**src/rtl/red_pitaya_iir_pkg.sv**
```systemverilog
// Shared definitions for the time-multiplexed IIR cascade: FSM encoding,
// per-stage config byte layout and the signed clamp helper.
package red_pitaya_iir_pkg;

  typedef enum logic [1:0] {IDLE, RUN, DONE} state_t;

  localparam int ON_BIT    = 7;
  localparam int HP_BIT    = 6;
  localparam int SHIFT_LSB = 0;

  // Clamp v to a w-bit signed range; callers take the low w bits of the result.
  function automatic logic signed [63:0] saturate(input logic signed [63:0] v,
                                                  input int w,
                                                  output logic clamped);
    logic signed [63:0] hi, lo;
    hi = (64'sd1 <<< (w - 1)) - 64'sd1;
    lo = -(64'sd1 <<< (w - 1));
    clamped  = 1'b0;
    saturate = v;
    if (v > hi) begin
      saturate = hi;
      clamped  = 1'b1;
    end else if (v < lo) begin
      saturate = lo;
      clamped  = 1'b1;
    end
  endfunction

endpackage

```
**src/rtl/red_pitaya_iir_section.sv**
```systemverilog
// Combinational first-order section: updates one accumulator and produces
// the low- or high-pass output of that stage.
module red_pitaya_iir_section
  import red_pitaya_iir_pkg::*;
#(
  parameter int DW        = 16,
  parameter int SHIFTBITS = 4,
  parameter int MINSHIFT  = 10,
  parameter int MAXSHIFT  = MINSHIFT + (1 << SHIFTBITS) - 1,
  parameter int ACCW      = DW + MAXSHIFT + 1
) (
  input  logic signed [DW-1:0]   x,
  input  logic signed [ACCW-1:0] acc,
  input  logic [SHIFTBITS-1:0]   shift,
  input  logic                   on,
  input  logic                   highpass,
  output logic signed [ACCW-1:0] acc_next,
  output logic signed [DW-1:0]   y,
  output logic                   sat
);

  logic signed [ACCW:0] target, delta, sum, lp_full;
  logic signed [63:0]   lp_w, hp_w;
  logic signed [DW-1:0] lp;
  logic                 lp_c, hp_c;
  logic [7:0]           k;
  logic                 unused_hi;

  always_comb begin
    k       = 8'(shift) + 8'(MINSHIFT);
    target  = (ACCW+1)'(x) <<< MAXSHIFT;
    // One guard bit above ACCW keeps the difference exact before the shift.
    delta   = (target - (ACCW+1)'(acc)) >>> k;
    sum     = (ACCW+1)'(acc) + delta;
    lp_full = sum >>> MAXSHIFT;
    lp_c    = 1'b0;
    hp_c    = 1'b0;
    lp_w    = saturate(64'(lp_full), DW, lp_c);
    lp      = lp_w[DW-1:0];
    hp_w    = saturate(64'(x) - 64'(lp), DW, hp_c);
    acc_next = target[ACCW-1:0];
    y        = x;
    sat      = 1'b0;
    if (on) begin
      acc_next = sum[ACCW-1:0];
      y        = highpass ? hp_w[DW-1:0] : lp;
      sat      = lp_c | (highpass & hp_c);
    end
  end

  assign unused_hi = ^{lp_w[63:DW], hp_w[63:DW]};

endmodule

```
**src/rtl/red_pitaya_iir_cascade.sv**
```systemverilog
// STAGES cascaded first-order sections evaluated one per cycle on a single
// shared section datapath; accepts one sample per STAGES+2 cycles.
module red_pitaya_iir_cascade
  import red_pitaya_iir_pkg::*;
#(
  parameter int STAGES          = 4,
  parameter int SIGNALBITS      = 14,
  parameter int EXTRAOUTPUTBITS = 2,
  parameter int SHIFTBITS       = 4,
  parameter int MINSHIFT        = 10,
  localparam int DW       = SIGNALBITS + EXTRAOUTPUTBITS,
  localparam int MAXSHIFT = MINSHIFT + (1 << SHIFTBITS) - 1,
  localparam int ACCW     = DW + MAXSHIFT + 1,
  localparam int SW       = (STAGES > 1) ? $clog2(STAGES) : 1
) (
  input  logic                         clk_i,
  input  logic                         rst_i,
  input  logic [8*STAGES-1:0]          set_filter,
  input  logic                         clear_i,
  input  logic signed [SIGNALBITS-1:0] dat_i,
  input  logic                         valid_i,
  output logic                         ready_o,
  output logic signed [DW-1:0]         dat_o,
  output logic                         valid_o,
  output logic                         sat_o
);

  localparam logic [SW-1:0] LAST = SW'(STAGES - 1);

  state_t                        state, state_nx;
  logic [SW-1:0]                 s;
  logic [STAGES-1:0][ACCW-1:0]   acc;
  logic [STAGES-1:0][7:0]        cfg;
  logic [7:0]                    cfg_cur;
  logic signed [DW-1:0]          x_reg, y;
  logic signed [ACCW-1:0]        acc_nx;
  logic                          sec_sat;
  logic                          unused_cfg;

  assign cfg_cur    = cfg[s];
  assign unused_cfg = ^cfg_cur;

  red_pitaya_iir_section #(
    .DW(DW), .SHIFTBITS(SHIFTBITS), .MINSHIFT(MINSHIFT)
  ) u_section (
    .x        (x_reg),
    .acc      (acc[s]),
    .shift    (cfg_cur[SHIFT_LSB +: SHIFTBITS]),
    .on       (cfg_cur[ON_BIT]),
    .highpass (cfg_cur[HP_BIT]),
    .acc_next (acc_nx),
    .y        (y),
    .sat      (sec_sat)
  );

  always_ff @(posedge clk_i or posedge rst_i) begin
    if (rst_i) state <= IDLE;
    else       state <= state_nx;
  end

  always_comb begin
    state_nx = state;
    case (state)
      IDLE:    if (valid_i) state_nx = RUN;
      RUN:     if (s == LAST) state_nx = DONE;
      DONE:    state_nx = IDLE;
      default: state_nx = IDLE;
    endcase
    if (clear_i) state_nx = IDLE;
  end

  assign ready_o = (state == IDLE) && !rst_i;
  assign valid_o = (state == DONE);

  always_ff @(posedge clk_i or posedge rst_i) begin
    if (rst_i) begin
      s     <= '0;
      acc   <= '0;
      cfg   <= '0;
      x_reg <= '0;
      dat_o <= '0;
      sat_o <= 1'b0;
    end else if (clear_i) begin
      s     <= '0;
      acc   <= '0;
      sat_o <= 1'b0;
    end else begin
      case (state)
        IDLE: if (valid_i) begin
          x_reg <= DW'(dat_i);
          cfg   <= set_filter;
          s     <= '0;
        end
        RUN: begin
          acc[s] <= acc_nx;
          x_reg  <= y;
          if (sec_sat) sat_o <= 1'b1;
          if (s == LAST) begin
            dat_o <= y;
            s     <= '0;
          end else begin
            s <= s + 1'b1;
          end
        end
        default: ;
      endcase
    end
  end

endmodule

```
**config.mk**
```make
export PLATFORM = sky130hd
export DESIGN_NAME = red_pitaya_iir_cascade
export DESIGN_NICKNAME = d
export VERILOG_FILES = /design/src/rtl/red_pitaya_iir_pkg.sv /design/src/rtl/red_pitaya_iir_section.sv /design/src/rtl/red_pitaya_iir_cascade.sv
export SDC_FILE = /design/constraint.sdc
export NUM_CORES = 1
export LEC_CHECK = 0
export ABC_AREA = 1
export BUFFER_PORTS_ARGS = -buffer_cell sky130_fd_sc_hd__buf_2
export CELL_PAD_IN_SITES_DETAIL_PLACEMENT = 1
export CELL_PAD_IN_SITES_GLOBAL_PLACEMENT = 2
export CORE_AREA = 2 2 264 201
export DETAILED_ROUTE_END_ITERATION = 8
export DIE_AREA = 0 0 266 203
export GPL_ROUTABILITY_DRIVEN = 0
export PLACE_DENSITY = 0.85
export SLEW_MARGIN = 30
export SYNTH_ARGS = -nofsm -noshare
export SYNTH_HDL_FRONTEND = slang
export SYNTH_SLANG_ARGS = --single-unit
export TNS_END_PERCENT = 30
```
**constraint.sdc**
```tcl
create_clock -name clk_i -period 10 [get_ports clk_i]
set_input_delay 2 -clock clk_i [delete_from_list [all_inputs] [get_ports clk_i]]
set_output_delay 2 -clock clk_i [all_outputs]
set_load 0.1 [all_outputs]
```
# --- After elaboration in Yosys (flattened, before gate mapping) ---
# Cells that the tools add are included.
classes:
  add_sub_neg: 5
  order_cmp: 6
  n_eq_ne: 6
  shift: 1
  n_mux: 34
  n_bitwise: 3
  n_reduce_logical: 14
ops:
  columns: ["op", "n"]
  rows:
  - ["$mux W168", 2]
  - ["$bwmux W168", 1]
  - ["$mux W42", 3]
  - ["$mux W16", 7]
  - ["$bmux W42 S2", 1]
  - ["$demux W42 S2", 1]
  - ["$add A42 B43 Y43", 1]
  - ["$sshr A43 B8 Y43", 1]
  - ["$sub A41 B42 Y43", 1]
  - ["$pmux W16 S2", 1]
  - ["$gt A18 B16 Y1 const B", 1]
  - ["$lt A18 B16 Y1 const B", 1]
  - ["$gt A17 B16 Y1 const B", 1]
  - ["$lt A17 B16 Y1 const B", 1]
  - ["$sub A16 B16 Y17", 1]
  - ["$bmux W8 S2", 1]
  - ["$mux W2", 6]
  - ["$reduce_and A3 Y1", 3]
  - ["$mux W1", 8]
  - ["$mux W8", 1]
  - ["$pmux W2 S2", 2]
  - ["$ne A3 B3 Y1 const B", 2]
  - ["$reduce_and A2 Y1", 3]
  - ["$reduce_bool A2 Y1", 3]
  - ["14 further kinds", 16]
word_totals:
  ff_bits: 237
  inputBits: 50
  out_inout_bits: 19
  wordCells: 82

# --- Logic depth before layout (Yosys ltp) ---
# Gate-level depths: netlist of the first run.
depth:
  depth_word: 18
  mapped_depth: 72

# --- Modules after synthesis ---
# From an unflattened synthesis of the first run, not the netlist that was laid out.
hier_totals:
  cells_unflattened: 3104
  hier_area_um2: 19548.7
modules_own_cells:
  columns: ["mod", "n_inst", "cells_each", "area_per_inst_um2", "seq_area_each_um2"]
  rows:
  - ["red_pitaya_iir_cascade", 1, 1468, 11272.1, 5730.5]
  - ["red_pitaya_iir_section", 1, 1636, 8276.7, 0.0]

# --- Worst setup path after synthesis of the first run ---
# No wires, ideal clock.
synth_timing:
  kind: "register to register"
  start: "register s[0]"
  end: "register x_reg[6]"
  setup_time_ps: 116
  arrival_time_ps: 8405
  required_ps: 9884
  slack_ps: 1479
  stages_incl_launch_ff: 64
  path_buffers: 9
  period_less_slack_ps: 8521
  path_cell_list: "dfrtp_1 > buf_6 > buf_6 > buf_2 > clkbuf_1 > buf_1 > clkbuf_1 > nand2_1 > a32oi_1 > inv_1 > ha_1 > nand2_1 > nor2_1 > nand2_2 > nor2_4 > a21oi_1 > o21ai_0 > nand2_1 > [28 not listed] > inv_1 > fa_1 > nand3_1 > nand2_1 > a21oi_1 > o21ai_0 > nand3_2 > nand2_2 > nand2_2 > nand4_1 > nand2_1 > a21oi_4 > buf_6 > nand2_2 > nand3_2 > nand3_1 > nand2_1 > nand2_1"
synth_via:
  elab_chain_len: 15
  elab_cells_between_ends: 20
synth_lines:
  columns: ["item", "line", "source"]
  rows:
  - ["start: declaration", "red_pitaya_iir_cascade.sv:31", "logic [SW-1:0] s;"]
  - ["start signal: assignment", "red_pitaya_iir_cascade.sv:102", "s <= s + 1'b1;"]
  - ["$bmux W42 S2 / $bmux W8 S2 (equally long branches)", "red_pitaya_iir_cascade.sv:47, red_pitaya_iir_cascade.sv:40", null]
  - ["$mux W42 (not written as such) / $mux W8 (equally long branches)", "red_pitaya_iir_cascade.sv:47, red_pitaya_iir_cascade.sv:40", null]
  - ["$sub A41 B42 Y43 / $add A4 B4 Y5 (equally long branches)", "red_pitaya_iir_section.sv:33, red_pitaya_iir_section.sv:30", null]
  - ["$sshr A43 B8 Y43", "red_pitaya_iir_section.sv:33", "delta = (target - (ACCW+1)'(acc)) >>> k;"]
  - ["$add A42 B43 Y43", "red_pitaya_iir_section.sv:34", "sum = (ACCW+1)'(acc) + delta;"]
  - ["$lt A18 B16 Y1", "red_pitaya_iir_pkg.sv:23", "end else if (v < lo) begin"]
  - ["$mux W16", "red_pitaya_iir_pkg.sv:23", null]
  - ["$mux W16", "red_pitaya_iir_pkg.sv:20", "if (v > hi) begin"]
  - ["$sub A16 B16 Y17", "red_pitaya_iir_section.sv:40", "hp_w = saturate(64'(x) - 64'(lp), DW, hp_c);"]
  - ["$lt A17 B16 Y1", "red_pitaya_iir_pkg.sv:23", null]
  - ["$mux W16", "red_pitaya_iir_pkg.sv:23", null]
  - ["$mux W16", "red_pitaya_iir_pkg.sv:20", null]
  - ["$mux W16", "red_pitaya_iir_section.sv:46", "y = highpass ? hp_w[DW-1:0] : lp;"]
  - ["$mux W16 (*)", "red_pitaya_iir_section.sv:44", "if (on) begin"]
  - ["$pmux W16 S2 (*)", "red_pitaya_iir_cascade.sv:88", "case (state)"]
  - ["end signal: assignment", "red_pitaya_iir_cascade.sv:90", "x_reg <= DW'(dat_i);"]
  - ["end signal: assignment", "red_pitaya_iir_cascade.sv:96", "x_reg <= y;"]
  - ["end: declaration", "red_pitaya_iir_cascade.sv:35", "logic signed [DW-1:0] x_reg, y;"]
# Mark *: on every way between the ends. The rest lies on a longest branch, timed or not. The select of a mux whose other input is x is not followed.
# A chain may end at the register's enable or synchronous reset.

# --- Worst setup path after layout of the first run ---
layout_timing:
  start: "register s[0]"
  end: "register x_reg[0]"
# The elaborated chain is that of the path after synthesis.

==> run summary, run 1 <==
Worst setup margin = 635 ps
Biggest area consumer among synthesized cells = dfrtp_1
CP Capture Type = register
Slew headroom = 0.257
Largest net degree at the start of global routing = 105
Clock tree buffer depth = 3
Setup WS pre-CTS = 489 ps
CTS tree = built
Asr flop ratio synth = 1.00
Arrival time at the worst endpoint = 9790 ps
FF-to-FF setup slack = 640 ps
Critical Path Fanout Max = 52
Grt ovf = 0
Antenna diode count = 0
Slew Limit Fails = 0
Antenna violations before repair = 3
Min-delay src = cfg[10]$_DFFE_PP0P_
Vias in the first global route = 19,500
Synthesis Warnings = 0
Crit path launch = s[0]$_DFFE_PP0P_
TritonCTS Buffers = 26
CP max-delay cell = dfrtp_4
Final setup fails = 0
Top_reg_cell synth = dfrtp_1
Worst slew pin tran = 1100 ps
Startpoint types = register
Reg-to-Reg End = x_reg[0]$_DFFE_PP0P_
Hold EP = cfg[10]$_DFFE_PP0P_
Reg2reg start = s[0]$_DFFE_PP0P_
Max FFs per register = 168
Routed vias = 19,300
Post-Syn Area = 0.0183 sq mm
Top-area cell type share of the netlist area = 0.313
Final worst path period need = 9360 ps
Max Freq = 107 MHz
Core Util, Final = 0.402
Count of cell types in the netlist = 54
Port Buffers = 60
Fin cells = 3,447
Avg Synthesized Cell Area = 6.73 sq um
Hold-critical path depth = 1
Worst reg2reg path depth = 52
CTS clk-pin slew, worst paths = 70 ps
Fin crit share = 0.936
DRC viols = 0
Most flop-heavy register = acc
DP Cell Count = 3,397
Initial core utilization = 0.357
Synthesized net count = 2,847
Remaining antenna violation count after routing = 0
First-pass GRT wire length = 113,000 um
Syn Inst Count = 2,715
Worst path most repeated cell = nand2_1
Most common cell after layout, fill and taps aside = nand2_1
Worst Skew = 21.2 ps
Status = finished clean
Top Registers = acc (168), cfg (24)
Synth area leaders = dfrtp_1 (31%), nand2_1 (14%), nand3_1 (9.1%)
Drt total wl = 72,500 um
Hold Path Class = reg -> reg
Setup CP Type = reg -> reg
DP HPWL = 54,000 um
Core Region = 0.0512 sq mm
DR iter-0 viols = 1,589
Via-to-Cell Ratio = 5.60
EDFF count, synth = 0
Worst-Skew Late Latency = 570 ps
Die span in x = 266 um
Layout cells sized above 1 = 0.122
Wirelength per Cell = 21.0 um
FF+latch count, synth = 229
Die area = 0.0540 sq mm
Root Driver = clkbuf_16
Post-CTS Hold Fix Bufs = 0
# IOs = 69
Endpoints failing hold = 0
Die height = 203 um
Most frequent cells in the layout = nand2_1 (675), nand3_1 (332), o21ai_0 (315), inv_1 (250), dfrtp_1 (227)
Max capacitance violation total = 0
Pre-antenna DRT Iters = 5
CP required = 10,430 ps
Area delta synth->final = 12.6%
CTS H-tree lvls = 1
Slowest stage delay, CP = 550 ps
Std cell rows = 72
Clock sink total = 229
Post-synthesis sequential area ratio = 0.313
Layout Nets = 2,895
Total track usage = 0.266
## Yosys cell counts (14+ instances only)
cell	count
nand3_1	332
nor3_1	14
nand2_1	678
a31oi_1	22
a32oi_1	19
inv_1	253
or2_2	19
nand3_2	17
ha_1	80
nand2_2	39
xor2_1	50
clkbuf_1	101
a21oi_1	150
o22ai_1	21
buf_2	17
dfrtp_1	229
o21ai_0	319
nor2_1	174
mux2_2	22
## per-stage QoR
stage                     hold slack (ps)  TNS, ps  instance area, sq um
final                                 503        0                 20600
after floorplan                       474        0                 18300
after global routing                  518    -41.3                 20600
after global placement                468        0                 19600
after CTS                             508        0                 20500
after detailed placement              495        0                 19600
## repair_timing
| action | CTS | global route |
|---|---|---|
| setup endpoints to repair | 0 | 33 |
| setup buffers | 0 | 3 |
| gates resized for setup | 0 | 22 |
## worst max-delay path, delay by kind of cell (launching register included)
kind | cells | cell delay [ps]
fa+ha+maj | 3 | 930
xor+xnor | 2 | 520
compound gates | 18 | 3170
simple gates | 26 | 3480
buf+inv | 3 | 500
flops | 1 | 550
## per-layer routing
layer / routed length [um] / vias up / track usage
met3: 4930 / 63 / 0.0355
li1: - / 9157 / -
met5: 8 / - / 0
met4: 757 / 2 / 0.0397
met1: 36700 / 9574 / 0.417
met2: 30100 / 519 / 0.391
## final cells by class
cell class	instances	area, sq um
well taps	666	833
clock inverters	8	81.3
fillers	6541	30600
multi-input cells	2086	11000
inverters	259	990
repair buffers	161	1130
flip-flops and latches	229	5740
clock buffers	38	786
## cells by family after synthesis
family                     count (synthesis)  share of synthesized area
and+or+nand+nor                         1308                      0.313
AOI/OAI and AO/OA                        609                      0.184
buffers and inverters                    400                     0.0879
DFF                                      229                      0.313
adders and majority gates                 82                     0.0569
xor gates and xnor gates                  61                     0.0292
muxes                                     26                     0.0157
## worst max-delay path by stage
stage	slack, ps	depth (start not counted)	to
final	640	52	x_reg[0]$_DFFE_PP0P_
after global routing	-40	58	x_reg[0]$_DFFE_PP0P_
after floorplan	1480	63	x_reg[6]$_DFFE_PP0P_
after CTS	440	55	x_reg[0]$_DFFE_PP0P_
after global placement	730	55	x_reg[0]$_DFFE_PP0P_
after detailed placement	490	55	x_reg[0]$_DFFE_PP0P_
Power of run 1 is left out: the tool's default activity adds up to more than one toggle a clock period on the data nets, which glitch-free logic cannot reach.
==> run 2, diff against run 1 <==
Settings changed: REMOVE_ABC_BUFFERS set to 1.
==> run summary, run 2 (synthesized netlist as in run 1, its figures left out) <==
Layout Nets = 2,875 (-0.69%)
Endpoints failing hold = 0 (unchanged)
DP HPWL = 53,800 um (-0.40%)
Arrival time at the worst endpoint = 9810 ps (+20 ps)
Critical Path Fanout Max = 56 (+7.7%)
Reg-to-Reg End = x_reg[0]$_DFFE_PP0P_
Largest net degree at the start of global routing = 151 (+44%)
TritonCTS Buffers = 27 (+3.8%)
Antenna violations before repair = 2 (-1)
Most common cell after layout, fill and taps aside = nand2_1
Worst setup margin = 631 ps (-3.79 ps)
Grt ovf = 0 (unchanged)
Worst-Skew Late Latency = 610 ps (+40 ps)
Std cell rows = 72 (unchanged)
Root Driver = clkbuf_16
Placement Cell Area = 0.0194 sq mm (-0.76%)
Hold EP = dat_o[15]$_DFFE_PP0P_
CTS H-tree lvls = 1 (unchanged)
Final setup fails = 0 (unchanged)
Area delta synth->final = 11.9%
CTS clk-pin slew, worst paths = 60 ps (about the same)
Pre-antenna DRT Iters = 5 (unchanged)
Via-to-Cell Ratio = 5.61 (+0.13%)
Layout Cell Area excl Fill = 0.0205 sq mm (-0.64%)
Fin cells = 3,429 (-0.52%)
Worst path most repeated cell = nand2_1
Max Freq = 107 MHz (about the same)
Worst reg2reg path depth = 59 (+13%)
Routed vias = 19,200 (-0.39%)
Most flop-heavy register = acc
CP required = 10,450 ps (+20 ps)
Slew headroom = 0.353 (+0.0953)
DP Cell Count = 3,377 (-0.59%)
Layout cells sized above 1 = 0.116 (-0.00528)
Max capacitance violation total = 0 (unchanged)
Drt total wl = 72,600 um (+0.15%)
Status = finished clean
Startpoint types = register
Slew Limit Fails = 0 (unchanged)
Hold Path Class = reg -> reg
Fin crit share = 0.937 (about the same)
Clock sink total = 229 (unchanged)
DR iter-0 viols = 1,490 (-6.2%)
Top Registers = acc (168), cfg (24)
Max FFs per register = 168 (unchanged)
Hold-critical path depth = 2 (+1)
DRC viols = 0 (unchanged)
Reg2reg start = s[0]$_DFFE_PP0P_
Wirelength per Cell = 21.2 um (+0.68%)
Worst Skew = 42.4 ps (+21.2 ps)
Worst slew pin tran = 962 ps (-142 ps)
First-pass GRT wire length = 112,000 um (-0.62%)
Setup CP Type = reg -> reg
Die area = 0.0540 sq mm (unchanged)
Min-delay src = dat_o[15]$_DFFE_PP0P_
Remaining antenna violation count after routing = 0 (unchanged)
Initial core utilization = 0.357 (unchanged)
Worst hold slack = 498 ps (-5.46 ps)
# IOs = 69 (unchanged)
CTS tree = built
Port Buffers = 60 (unchanged)
Most frequent cells in the layout = nand2_1 (678), nand3_1 (332), o21ai_0 (301), inv_1 (250), dfrtp_1 (227)
Die span in x = 266 um (unchanged)
CP Capture Type = register
Setup WS pre-CTS = 165 ps (-324 ps)
Core Region = 0.0512 sq mm (unchanged)
CP max-delay cell = dfrtp_4
Die height = 203 um (unchanged)
Clock tree buffer depth = 3 (unchanged)
Vias in the first global route = 19,300 (-0.92%)
FF-to-FF setup slack = 630 ps (about the same)
Final worst path period need = 9370 ps (+3.79 ps)
Slowest stage delay, CP = 500 ps (-50 ps)
Total track usage = 0.266 (about the same)
## run 2: cell count changes in the layout (fill, tap and decap cells not counted), moves of 3 or more
cell      before  now
buf_4         94   74
o21ai_0      315  301
o21ai_1       15   23
clkbuf_1       3   10
o21ai_2        1    7
clkbuf_8       9    5
nand2_2       42   38
nor2_2         7   11
clkinv_2       4    1
nand2_1      675  678
## run 2: routing by layer
metal  up-vias  global-route usage  part of all wire
li1       9137                   -                 -
met1      9491               0.410              0.50
met2       527               0.381              0.40
met3        83              0.0514             0.079
met4         2              0.0484             0.018
met5         -              0.0180            0.0018
## run 2: metrics by stage
step                setup TNS [ps]   util
finish                           0  0.400
global route                 -11.3  0.400
CTS                              0  0.397
detailed placement               0  0.380
global placement                 0  0.380
floorplan                   -49660      -
## run 2: timing repair
action                     in CTS  in global routing
setup endpoints to repair       0                 33
gates resized for setup         0                 44
buffers inserted                0                  3
hold buffers                    0                  0
## run 2: worst max path at each step
stage / start / endpoint / cells past startpoint
after floorplan: s[0]$_DFFE_PP0P_ / x_reg[8]$_DFFE_PP0P_ / 43
after global placement: s[1]$_DFFE_PP0P_ / x_reg[13]$_DFFE_PP0P_ / 59
after detailed placement: s[1]$_DFFE_PP0P_ / x_reg[13]$_DFFE_PP0P_ / 59
after CTS: s[1]$_DFFE_PP0P_ / x_reg[0]$_DFFE_PP0P_ / 59
after global routing: s[0]$_DFFE_PP0P_ / x_reg[0]$_DFFE_PP0P_ / 60
final: s[0]$_DFFE_PP0P_ / x_reg[0]$_DFFE_PP0P_ / 59
## run 2: layout make-up
| type | instances | area [sq um] |
|---|---|---|
| Timing Repair Buffer | 140 | 950 |
| Multi-Input combinational cell | 2086 | 11100 |
| Sequential cell | 229 | 5740 |
| Fill cell | 6578 | 30700 |
| Clock buffer | 42 | 782 |
| Inverter | 259 | 992 |
| Antenna cell | 2 | 5.00 |
| Tap cell | 666 | 833 |
| Clock inverter | 5 | 92.6 |
## run 2: worst max-delay path, delay by kind of cell (launching register included)
family	cells	cell delay [ps]
flip-flops	1	500
AND/OR/NAND/NOR	35	3770
XOR/XNOR	2	590
adder cells (fa/ha/maj)	2	780
buffers and inverters	4	790
AO/OA/AOI/OAI	16	2750
Power of run 2 is left out for the same reason.
==> run 3, diff against run 2 <==
Clock period 10 ns to 10.65 ns, I/O delays scaled along.
==> run summary, run 3 (synthesized netlist as in run 1, its figures left out) <==
Clock tree buffer depth = 3 (unchanged)
Slew Limit Fails = 0 (unchanged)
Max capacitance violation total = 0 (unchanged)
Worst slew pin tran = 1030 ps (+65.3 ps)
Antenna violations before repair = 0 (-2)
Core Region = 0.0512 sq mm (unchanged)
Largest net degree at the start of global routing = 93 (-38%)
Worst Skew = 10.2 ps (-32.2 ps)
DP Cell Count = 3,346 (-0.92%)
CTS H-tree lvls = 1 (unchanged)
Most common cell after layout, fill and taps aside = nand2_1
RSZ-0062 raised after global routing = no
CP Capture Type = register
Worst path most repeated cell = nand2_1
Final setup fails = 0 (unchanged)
Wirelength per Cell = 21.3 um (+0.67%)
Std cell rows = 72 (unchanged)
Status = finished clean
Die area = 0.0540 sq mm (unchanged)
Arrival time at the worst endpoint = 10,330 ps (+520 ps)
Root Driver = clkbuf_16
Worst-Skew Late Latency = 580 ps (-30 ps)
Min-delay src = dat_o[15]$_DFFE_PP0P_
Die span in x = 266 um (unchanged)
TritonCTS Buffers = 26 (-3.7%)
Fin cells = 3,393 (-1.0%)
Port Buffers = 60 (unchanged)
Hold-critical path depth = 2 (unchanged)
DP HPWL = 53,100 um (-1.3%)
Post-CTS Setup Bufs = 0 (unchanged)
CTS clk-pin slew, worst paths = 60 ps (about the same)
Total track usage = 0.266 (+0.000345)
DRC viols = 0 (unchanged)
Area delta synth->final = 9.86%
CTS tree = built
Hold Path Class = reg -> reg
Setup CP Type = reg -> reg
Reg-to-Reg End = x_reg[13]$_DFFE_PP0P_
Grt ovf = 0 (unchanged)
Layout Nets = 2,840 (-1.2%)
Reg2reg start = s[0]$_DFFE_PP0P_
Drt total wl = 72,300 um (-0.39%)
Max Freq = 101 MHz (-5.1%)
Vias in the first global route = 19,500 (+1.1%)
Most flop-heavy register = acc
Cts repair resizes = 0 (unchanged)
FF-to-FF setup slack = 770 ps (+140 ps)
Die height = 203 um (unchanged)
Layout cells sized above 1 = 0.103 (-0.0128)
CP required = 11,100 ps (+650 ps)
Most frequent cells in the layout = nand2_1 (677), nand3_1 (332), o21ai_0 (315), inv_1 (248), dfrtp_1 (228)
Critical Path Fanout Max = 24 (-57%)
Slew headroom = 0.309 (-0.0439)
First-pass GRT wire length = 113,000 um (+0.89%)
Initial core utilization = 0.357 (unchanged)
CP max-delay cell = dfrtp_4
Final worst path period need = 9880 ps (+508 ps)
Worst reg2reg path depth = 57 (-3.4%)
Startpoint types = register
DR iter-0 viols = 1,375 (-7.7%)
Routed vias = 19,300 (+0.20%)
Via-to-Cell Ratio = 5.68 (+1.3%)
Remaining antenna violation count after routing = 0 (unchanged)
Fill cell count = 6,525 (-0.81%)
Post-CTS Hold Fix Bufs = 0 (unchanged)
Pre-antenna DRT Iters = 5 (unchanged)
Hold EP = dat_o[15]$_DFFE_PP0P_
Sum Neg Setup Slack = 0 ps (unchanged)
Max FFs per register = 168 (unchanged)
Top Registers = acc (168), cfg (24)
Fin crit share = 0.927 (-0.00949)
# IOs = 69 (unchanged)
Endpoints failing hold = 0 (unchanged)
Clock sink total = 229 (unchanged)
Slowest stage delay, CP = 570 ps (+70 ps)
-- run 3: cell types whose count changed in the layout (fill, tap and decap cells not counted), moves of 6 or more --
cell and change:
buf_4 -34, clkinv_2 +6, o21ai_0 +14, o21ai_1 -8
o21ai_2 -6
-- run 3: final cells by class --
type	instances	area [sq um]	share of cell area
Multi-Input combinational cell	2086	11000	0.549
Sequential cell	229	5730	0.286
Inverter	259	992	0.0494
Tap cell	666	833	0.0415
Clock buffer	38	746	0.0371
Timing Repair Buffer	106	686	0.0341
Clock inverter	8	65.1	0.00324
Antenna cell	1	2.50	0.000125
-- run 3: through the flow --
stage	hold WS, ps	instance area, sq um	utilization	worst slack, ps
floorplan	474	17600	-	-971
global placement	471	19200	0.375	649
detailed placement	477	19200	0.375	396
CTS	493	20000	0.391	357
global route	524	20100	0.392	27.2
finish	494	20100	0.393	773
-- run 3: worst max-delay path: cells and delay by family (launching register included) --
family / cells / cell delay [ps]
buffers and inverters: 8 / 1130
adders and majority gates: 3 / 1050
xor gates and xnor gates: 2 / 340
AOI/OAI and AO/OA: 17 / 3430
DFF: 1 / 570
and+or+nand+nor: 27 / 3190
-- run 3: worst max-delay path by stage --
stage                      from                     to  cells after the start
3_5_place_dp   s[1]$_DFFE_PP0P_  x_reg[13]$_DFFE_PP0P_                     55
6_report       s[0]$_DFFE_PP0P_  x_reg[13]$_DFFE_PP0P_                     57
4_1_cts        s[1]$_DFFE_PP0P_  x_reg[13]$_DFFE_PP0P_                     55
3_3_place_gp   s[1]$_DFFE_PP0P_  x_reg[13]$_DFFE_PP0P_                     55
5_1_grt        s[0]$_DFFE_PP0P_   dat_o[8]$_DFFE_PP0P_                     54
2_1_floorplan  s[0]$_DFFE_PP0P_   x_reg[8]$_DFFE_PP0P_                     43
-- run 3: layer usage --
layer | up-vias | track usage | wire length (um)
met5 | - | 0 | 0
met4 | 0 | 0.0465 | 1120
met3 | 75 | 0.0388 | 4810
met2 | 502 | 0.389 | 30000
met1 | 9671 | 0.415 | 36400
li1 | 9031 | - | -
Power of run 3 is left out for the same reason.
